[config.mk]
export PLATFORM = sky130hd
export DESIGN_NAME = sel_encoder_16x4
export DESIGN_NICKNAME = d
export VERILOG_FILES = /design/src/rtl/sel_encoder_16x4_pkg.sv /design/src/rtl/sel_encoder_16x4_onehot_enc16.sv /design/src/rtl/sel_encoder_16x4.sv
export SDC_FILE = /design/constraint.sdc
export NUM_CORES = 1
export LEC_CHECK = 0
export CAP_MARGIN = 20
export CORE_MARGIN = 2
export CORE_UTILIZATION = 40
export DETAILED_ROUTE_END_ITERATION = 12
export GPL_TIMING_DRIVEN = 0
export PLACE_DENSITY = 0.8
export RECOVER_POWER = 25
export SLEW_MARGIN = 0
export SYNTH_ARGS = -nofsm -noshare
export SYNTH_HDL_FRONTEND = slang
export SYNTH_HIERARCHICAL = 1
export SYNTH_SLANG_ARGS = --single-unit
[constraint.sdc]
create_clock -name i_clk -period 1.85 [get_ports i_clk]
set_input_delay 0.37 -clock i_clk [delete_from_list [all_inputs] [get_ports i_clk]]
set_output_delay 0.37 -clock i_clk [all_outputs]
set_load 0.05 [all_outputs]
[src/rtl/sel_encoder_16x4_pkg.sv]
// Shared definitions for the 16-to-4 select encoder.
// Contents:
//   state_t          - output-holding FSM states
//   ERR_SEL          - mux select driven in error mode / for unmapped channels
//   SEL_CH0..SEL_CH5 - mux select codes for data channels 0..5
package sel_encoder_16x4_pkg;

  typedef enum logic [1:0] {
    EMPTY = 2'd0,
    FULL  = 2'd1,
    ERROR = 2'd2
  } state_t;

  localparam logic [4:0] ERR_SEL = 5'b11111;

  // Channel 0 is the all-zero select; channels 1..5 each own one select bit.
  localparam logic [4:0] SEL_CH0 = 5'b00000;
  localparam logic [4:0] SEL_CH1 = 5'b00001;
  localparam logic [4:0] SEL_CH2 = 5'b00010;
  localparam logic [4:0] SEL_CH3 = 5'b00100;
  localparam logic [4:0] SEL_CH4 = 5'b01000;
  localparam logic [4:0] SEL_CH5 = 5'b10000;

endpackage

[src/rtl/sel_encoder_16x4_onehot_enc16.sv]
// Combinational 16-bit one-hot encoder.
// Ports:
//   i_vec       - 16-bit word, one-hot expected
//   o_index     - position of the lowest set bit (0 when i_vec is zero)
//   o_is_onehot - exactly one bit of i_vec is set
module onehot_enc16 (
  input  logic [15:0] i_vec,
  output logic [3:0]  o_index,
  output logic        o_is_onehot
);

  // Scan from the top so the lowest set bit is the last one written.
  always_comb begin
    o_index = 4'h0;
    for (int i = 15; i >= 0; i--) begin
      if (i_vec[i]) begin
        o_index = 4'(i);
      end
    end
  end

  // Non-zero with no second bit: clearing the lowest set bit leaves nothing.
  assign o_is_onehot = (i_vec != 16'h0000) && ((i_vec & (i_vec - 16'h0001)) == 16'h0000);

endmodule

[src/rtl/sel_encoder_16x4.sv]
// Registered one-hot to index encoder with matching mux select output.
// A single holding register presents out_code/out_sel under valid/ready.
// Non-one-hot words put the block into a sticky error mode that drives
// ERR_SEL to the mux until err_clear, and bump a saturating error counter.
// Ports:
//   i_clk, i_rst_n   - clock, asynchronous active-low reset
//   i_in_valid/i_in_vec, o_in_ready  - input handshake and word
//   o_out_valid, i_out_ready         - output handshake
//   o_out_code, o_out_sel            - encoded index and mux select
//   i_err_clear      - one-cycle pulse leaving error mode
//   o_err, o_err_cnt - sticky error flag, saturating rejected-word count
module sel_encoder_16x4 #(
  parameter int unsigned NUM_CH    = 6,
  parameter logic [4:0]  ERR_SEL   = sel_encoder_16x4_pkg::ERR_SEL,
  parameter int unsigned ERR_CNT_W = 8
) (
  input  logic                 i_clk,
  input  logic                 i_rst_n,
  input  logic                 i_in_valid,
  input  logic [15:0]          i_in_vec,
  output logic                 o_in_ready,
  input  logic                 i_out_ready,
  input  logic                 i_err_clear,
  output logic                 o_out_valid,
  output logic [3:0]           o_out_code,
  output logic [4:0]           o_out_sel,
  output logic                 o_err,
  output logic [ERR_CNT_W-1:0] o_err_cnt
);

  import sel_encoder_16x4_pkg::*;

  state_t               r_state;
  logic [3:0]           r_code;
  logic [4:0]           r_sel;
  logic [ERR_CNT_W-1:0] r_err_cnt;

  state_t               w_state_nxt;
  logic [3:0]           w_code_nxt;
  logic [4:0]           w_sel_nxt;
  logic [ERR_CNT_W-1:0] w_err_cnt_nxt;

  logic       w_in_ready;
  logic       w_accept;
  logic [3:0] w_index;
  logic       w_is_onehot;
  logic [4:0] w_sel;

  onehot_enc16 u_enc (
    .i_vec       (i_in_vec),
    .o_index     (w_index),
    .o_is_onehot (w_is_onehot)
  );

  // Index to mux select; indices past the last channel are unmapped, not errors.
  always_comb begin
    w_sel = ERR_SEL;
    if (32'(w_index) < NUM_CH) begin
      unique case (w_index)
        4'd0:    w_sel = SEL_CH0;
        4'd1:    w_sel = SEL_CH1;
        4'd2:    w_sel = SEL_CH2;
        4'd3:    w_sel = SEL_CH3;
        4'd4:    w_sel = SEL_CH4;
        4'd5:    w_sel = SEL_CH5;
        default: w_sel = ERR_SEL;
      endcase
    end
  end

  // FULL only takes a new word when the held one drains in the same cycle.
  assign w_in_ready = (r_state == FULL) ? i_out_ready : 1'b1;
  assign w_accept   = i_in_valid & w_in_ready;

  always_comb begin
    w_state_nxt   = r_state;
    w_code_nxt    = r_code;
    w_sel_nxt     = r_sel;
    w_err_cnt_nxt = r_err_cnt;

    if (w_accept && !w_is_onehot) begin
      // A rejected word always wins, including over a simultaneous err_clear.
      w_state_nxt = ERROR;
      w_code_nxt  = 4'hF;
      w_sel_nxt   = ERR_SEL;
      if (r_err_cnt != {ERR_CNT_W{1'b1}}) begin
        w_err_cnt_nxt = r_err_cnt + 1'b1;
      end
    end else begin
      unique case (r_state)
        EMPTY: begin
          if (w_accept) begin
            w_state_nxt = FULL;
            w_code_nxt  = w_index;
            w_sel_nxt   = w_sel;
          end
        end
        FULL: begin
          if (w_accept) begin
            w_code_nxt = w_index;
            w_sel_nxt  = w_sel;
          end else if (i_out_ready) begin
            w_state_nxt = EMPTY;
          end
        end
        ERROR: begin
          // Valid words accepted here are discarded.
          if (i_err_clear) begin
            w_state_nxt = EMPTY;
          end
        end
        default: w_state_nxt = EMPTY;
      endcase
    end
  end

  always_ff @(posedge i_clk or negedge i_rst_n) begin
    if (!i_rst_n) begin
      r_state   <= EMPTY;
      r_code    <= 4'h0;
      r_sel     <= 5'b00000;
      r_err_cnt <= '0;
    end else begin
      r_state   <= w_state_nxt;
      r_code    <= w_code_nxt;
      r_sel     <= w_sel_nxt;
      r_err_cnt <= w_err_cnt_nxt;
    end
  end

  assign o_in_ready  = w_in_ready;
  assign o_out_valid = (r_state != EMPTY);
  assign o_out_code  = r_code;
  assign o_out_sel   = r_sel;
  assign o_err       = (r_state == ERROR);
  assign o_err_cnt   = r_err_cnt;

endmodule

Word-level counts from Yosys, hierarchy flattened

Cells that the tools add are included.

$add $sub $neg: 2
$lt $le $gt $ge: 1
Equal/unequal tests: 12
Muxes and demuxes: 31
Bitwise operators: 2
Reduce and logical (&&, ||, !) cells: 14

Operators by type and width:

| cell                                                                    | number |
|---|---|
| 4-bit 2-to-1 mux                                                        | 19 |
| 5-bit one-hot mux with 6 select lines                                   | 1 |
| 5-bit 2-to-1 mux                                                        | 4 |
| 16-bit AND                                                              | 1 |
| 16-bit logical NOT                                                      | 1 |
| 16-bit nonzero test                                                     | 1 |
| 16-bit by 1-bit subtractor with 16-bit output, second input constant    | 1 |
| 2-bit 2-to-1 mux                                                        | 5 |
| 3-bit by 2-bit inequality test with 1-bit output, second input constant | 3 |
| 8-bit by 1-bit adder with 8-bit output, second input constant           | 1 |
| 4-bit by 2-bit == test with 1-bit output, second input constant         | 2 |
| 4-bit by 3-bit == test with 1-bit output, second input constant         | 2 |
| 8-bit inequality test, second input constant                            | 1 |
| 2-bit one-hot mux with 3 select lines                                   | 1 |
| 2-bit nonzero test                                                      | 3 |
| 4-bit by 1-bit == test with 1-bit output, second input constant         | 1 |
| 4-bit logical NOT                                                       | 1 |
| 4-bit by 3-bit < comparator with 1-bit output, second input constant    | 1 |
| 2-bit AND reduction                                                     | 2 |
| 4-bit AND reduction                                                     | 1 |
| 3-bit inequality test, second input constant                            | 1 |
| 2-bit by 1-bit == test with 1-bit output, second input constant         | 1 |
| 2-bit == test, second input constant                                    | 1 |
| 1-bit logical AND                                                       | 2 |
| 5 further kinds                                                         | 5 |

Register bits: 19
Bits of input ports: 21
Output and inout bits: 20
Word-level logic and storage cells: 66

Logic depth before layout (Yosys ltp)

Gate-level depths: netlist of run 1.

Depth after elaboration: 22
Gate-level depth with buffers: 10
Depth with buffers taken out: 9

Modules after synthesis

The synthesis of run 1 kept the hierarchy.

By module, submodules not included:

| module           | instances | cells an instance | area an instance (um^2) | sequential area each (um^2) |
|---|---|---|---|---|
| sel_encoder_16x4 | 1         | 91                | 912.1                   | 475.5 |
| onehot_enc16     | 1         | 56                | 330.3                   | 0.0 |

Worst setup path before layout of run 1

OpenSTA, ideal clock, no wires.

Path type: input to register
Start point: in i_in_vec[10]
End point: reg r_sel[0], in the netlist o_out_sel[0]
Library setup time: 0.133 ns
Data arrival time: 2.273 ns
Required time: 1.717 ns
Slack: -0.556 ns
Stages: 9
Buffers on the path: 0
Path through: or3_4 > or2_1 > a21oi_2 > o22ai_1 > and4b_1 > nand2_1 > or3b_2 > nor2_1 > a21oi_1

Elaborated cells between the ends (all ways): 33
Those cells by class: add/sub: 1; order compare: 1; eq/ne: 5; mux: 16; bitwise: 1; reduce/logical: 9

RTL lines:

| item                                          | line                                | text |
|---|---|---|
| from (decl)                                   | sel_encoder_16x4.sv:20              | `input logic [15:0] i_in_vec,` |
| 16-bit by 1-bit subtractor with 16-bit output | sel_encoder_16x4_onehot_enc16.sv:23 | `assign o_is_onehot = (i_vec != 16'h0000) && ((i_vec & (i_vec - 16'h0001)) == 16'h0000);` |
| 16-bit AND                                    | sel_encoder_16x4_onehot_enc16.sv:23 |  |
| 16-bit logical NOT                            | sel_encoder_16x4_onehot_enc16.sv:23 |  |
| 1-bit logical AND (*)                         | sel_encoder_16x4_onehot_enc16.sv:23 |  |
| net w_is_onehot                               | sel_encoder_16x4.sv:46              | `logic w_is_onehot;` |
| 1-bit logical NOT (*)                         | sel_encoder_16x4.sv:81              | `if (w_accept && !w_is_onehot) begin` |
| 1-bit logical AND (*)                         | sel_encoder_16x4.sv:81              |  |
| 2-bit nonzero test (no line)                  | -                                   |  |
| 2-bit AND reduction (no line)                 | -                                   |  |
| to (signal assigned)                          | sel_encoder_16x4.sv:126             | `r_sel <= w_sel_nxt;` |
| to (decl)                                     | sel_encoder_16x4.sv:35              | `logic [4:0] r_sel;` |

Mark *: on every way through the listed nets, which the timed path passes. The rest lies on a longest branch. The select of a mux whose other input is x is not followed.
A chain may end at the register's enable or synchronous reset.

Worst setup path after layout of run 1

Start point: in i_in_vec[10]
End point: reg r_err_cnt[1], in the netlist o_err_cnt[1]

Longest elaborated chain between the ends: 7
Elaborated cells between the ends (all ways): 8
Those cells by class: add/sub: 1; bitwise: 1; reduce/logical: 6

RTL lines:

| item                                          | line                                | text |
|---|---|---|
| 16-bit by 1-bit subtractor with 16-bit output | sel_encoder_16x4_onehot_enc16.sv:23 |  |
| 16-bit AND                                    | sel_encoder_16x4_onehot_enc16.sv:23 |  |
| 16-bit logical NOT                            | sel_encoder_16x4_onehot_enc16.sv:23 |  |
| 1-bit logical AND (*)                         | sel_encoder_16x4_onehot_enc16.sv:23 |  |
| net w_is_onehot                               | sel_encoder_16x4.sv:46              |  |
| 1-bit logical NOT (*)                         | sel_encoder_16x4.sv:81              |  |
| 1-bit logical AND (*)                         | sel_encoder_16x4.sv:81              |  |
| 2-bit AND reduction (no line) (*)             | -                                   |  |
| to (signal assigned)                          | sel_encoder_16x4.sv:127             | `r_err_cnt <= w_err_cnt_nxt;` |
| to (decl)                                     | sel_encoder_16x4.sv:36              | `logic [ERR_CNT_W-1:0] r_err_cnt;` |

Mark *: on every way through the listed nets, which the timed path passes. The rest lies on a longest branch.

==> results.ini, run 1 <==
[logic_synthesis]
ys_types = 44
syn_area_um2 = 1240
syn_inst = 147
synthAdderAreaFrac_pct = 1.81
yosys_warnings = 6
synth_seq_area_share_pct = 38.3
synth_top_area_share_pct = 38.3
synth-simple-area-share_pct = 29.1
synth_compound_area_share_pct = 20.7
synth_fp_nets = 169
synth_area_leader_cell = dfrtp_1
synth_top_family_by_area = simple AND/OR/NAND/NOR gates
synthMuxAreaShare_pct = 2.62
ys_ff_latch = 19
synthXorXnorAreaFrac_pct = 3.52
synthTopCellsByArea = dfrtp_1, nor2_1, a21oi_1
syn_avg_cell_area_um2 = 8.45

[clock_network]
insertion_delay_ns = 0.30
cts_made_buffers = 3
cts.sinks = 19
cts_tree = done
cts_root_buffer = clkbuf_4
cts.htree.levels = 1
cts.path.max_buffers = 2
hold_buffers = 0
clkTransAtPathRegs_ns = 0.10

[pwr]
p_clk_share_pct = 11.6
p_leak_nw = 0.833
combPwrFrac_pct = 52.5
p_int_mw = 0.910
switching_share_pct = 49.8
p_total_mw = 1.81
ir_drop_mv = 0.430
p_seq_share_pct = 35.9
powerDensity_nw_per_um2 = 885
p_switching_mw = 0.903

[setup_path]
r2r_cells = 4
endpoint_kind = flop
timing.rr.end = o_err_cnt[1]$_DFFE_PN0P_
r2r_start = o_err_cnt[0]$_DFFE_PN0P_
crit_fanout = 4
setup.worst_path.start = i_in_vec[10]
cp-endpoint = o_err_cnt[1]$_DFFE_PN0P_
reg2reg_slack_ns = -0.09
arrival_ns = 2.36
critical_path_required_ns = 2.04
path_class = in2reg
critPathLaunchType = input port

[drt]
routed_wl_mm = 3.86
wl_per_cell_um = 15.7
viasPerCell = 5.83
drt_iter0_drc = 74
drc = 0
drt_pass1_iterations = 4
vias = 1435
postRouteAntennaNets = 0

[die]
initial_core_util_pct = 41.4
pin_count = 41
die_w_um = 59.7
fp.dieH_um = 59.7
core_area_um2 = 3000
rows = 20
dieArea_um2 = 3570

[sta]
period_share_pct = 117
whs_ns = 0.469
setup_viol = 18
rsz0062_at_grt = yes
slew_headroom_pct = 41.8
tightest_slew_ns = 0.870
finClkSkew_ns = 0.00651
fmax_ghz = 0.460
finalHoldViolations = 0
finalWorstSetupSlack_ns = -0.322
maxSlewViolCount = 0
period_needed_ns = 2.17

[place]
dpl.hpwl_mm = 2.37
gp_congestion = 0.786
placedCellCount = 220
placed_area_um2 = 1730
port_buffers = 40

[global_route]
antenna_found_initial = 0
grt_pass1_wl_mm = 6.24
grt_pass1_vias = 1412
grt_use_total_pct = 22.7
grt_overflow = 0
grt_start_max_net_pins = 20

[final_layout]
nFillCells = 226
final_nets = 236
syn_to_final_growth_pct = 64.9
layout_commonest_cell = buf_4
post_layout_nonfiller_instances = 246
final_cell_mix = buf_4, dlygate4sd2_1, nor2_1, dfrtp_1, buf_6
drive_above_1_share_pct = 39.4
design_area_um2 = 2050
antenna_cells = 0
post-route-util_pct = 68.2

[run]
cap_viol_max_count = 0

[min_path]
holdPathStages = 3
hp-class = in2reg

[run_status]
violations = negative setup slack
outcome = finished, violations left

-- sequential cells by signal, summed over array words and instances (netlist names) --
register    flops
o_err_cnt       8
o_out_sel       5
o_out_code      4
r_state         2
-- power groups by stage --
stage | logic (mW) | clock network (mW) | registers (mW)
floorplan | 0.259 | 0 | 0.931
global placement | 0.856 | 0 | 0.627
detailed placement | 0.880 | 0 | 0.636
CTS | 0.866 | 0.221 | 0.623
global route | 1.01 | 0.235 | 0.669
finish | 0.951 | 0.210 | 0.651
-- final cells by class --
cell class | count | area (um2) | area share, %
well taps | 33 | 41.3 | 2.02
clock buffers | 3 | 22.5 | 1.10
clock inverters | 1 | 5.00 | 0.244
repair buffers | 62 | 536 | 26.1
multi-input cells | 119 | 918 | 44.8
inverters | 7 | 26.3 | 1.28
plain buffers | 2 | 22.5 | 1.10
flip-flops and latches | 19 | 477 | 23.3
-- cells by family (layout without fill, tap and decap cells) --
kind of cell | after synthesis | after routing
adders and majority gates | 2 | 2
DFF | 19 | 19
and+or+nand+nor | 68 | 68
muxes | 3 | 3
xor gates and xnor gates | 5 | 5
AOI/OAI and AO/OA | 41 | 41
buffers and inverters | 9 | 75
-- per-stage QoR --
step                TNS (ns)  worst slack (ns)
finish                 -3.88            -0.322
global route           -4.90            -0.375
CTS                    -4.21            -0.327
detailed placement    -18.02             -1.03
global placement      -16.75            -0.966
floorplan              -5.09            -0.372
-- metal layers --
| layer | routed length, um | global-route usage (%) |
|---|---|---|
| met2 | 2010 | 40.5 |
| met1 | 1620 | 27.5 |
| met3 | 123 | 2.38 |
| met5 | 0 | 0 |
| met4 | 115 | 9.21 |
-- what timing repair did --
item,4_1_cts,5_1_grt
pin swaps,26,18
resized for setup,104,28
setup buffers,21,2
endpoints found under the setup margin,36,24
-- worst min path at each step --
stage / startpoint / end / slack, ns
2_1_floorplan: i_rst_n / o_err_cnt[0]$_DFFE_PN0P_ / 0.07
3_3_place_gp: o_out_code[2]$_DFFE_PN0P_ / o_out_code[2]$_DFFE_PN0P_ / 0.47
3_5_place_dp: o_out_code[0]$_DFFE_PN0P_ / o_out_code[0]$_DFFE_PN0P_ / 0.48
4_1_cts: i_out_ready / r_state[1]$_DFFE_PN0P_ / 0.47
5_1_grt: i_out_ready / r_state[1]$_DFFE_PN0P_ / 0.49
6_report: i_out_ready / r_state[1]$_DFFE_PN0P_ / 0.47
-- Yosys cell counts (all sizes together) --
cell	instances
a211o	1
a21boi	1
a21oi	17
a31oi	2
and2b	1
and3	1
and4b	1
buf	2
dfrtp	19
ha	1
inv	7
maj3	1
mux2	2
mux2i	1
nand2	10
nand2b	3
nand3	5
nand3b	1
nand4	2
nor2	24
nor2b	3
nor3	7
nor4	3
o211ai	2
o21ai	8
o21bai	2
o22a	3
o22ai	2
o311a	1
o31ai	1
o32ai	1
or2	2
or3	3
or3b	2
xnor2	3
xor2	2
-- critical path, stage by stage --
cell and delay, ns:
buf_8 0.09, or3_4 0.38, or2_4 0.24, a21oi_2 0.12, o22ai_1 0.08, and4b_1 0.29
and2b_4 0.23, buf_6 0.12, o211ai_4 0.10, mux2_4 0.33
No activity file was read; power rests on OpenSTA's default activity.
==> run 2, diff against run 1 <==
--- a/config.mk
+++ b/config.mk
@@ -5,7 +5,6 @@
 export SDC_FILE = /design/constraint.sdc
 export NUM_CORES = 1
 export LEC_CHECK = 0
-export CAP_MARGIN = 20
 export CORE_MARGIN = 2
 export CORE_UTILIZATION = 40
 export DETAILED_ROUTE_END_ITERATION = 12
==> results of run 2 <==
Final layout, timing and power as in run 1 (identical DEF).
==> run 3, diff against run 2 <==
--- a/config.mk
+++ b/config.mk
@@ -7,11 +7,11 @@
 export LEC_CHECK = 0
 export CORE_MARGIN = 2
 export CORE_UTILIZATION = 40
+export CTS_CLUSTER_DIAMETER = 30
 export DETAILED_ROUTE_END_ITERATION = 12
 export GPL_TIMING_DRIVEN = 0
 export PLACE_DENSITY = 0.8
 export RECOVER_POWER = 25
-export SLEW_MARGIN = 0
 export SYNTH_ARGS = -nofsm -noshare
 export SYNTH_HDL_FRONTEND = slang
 export SYNTH_HIERARCHICAL = 1
==> results of run 3 <==
Final layout, timing and power as in run 1 (identical DEF).
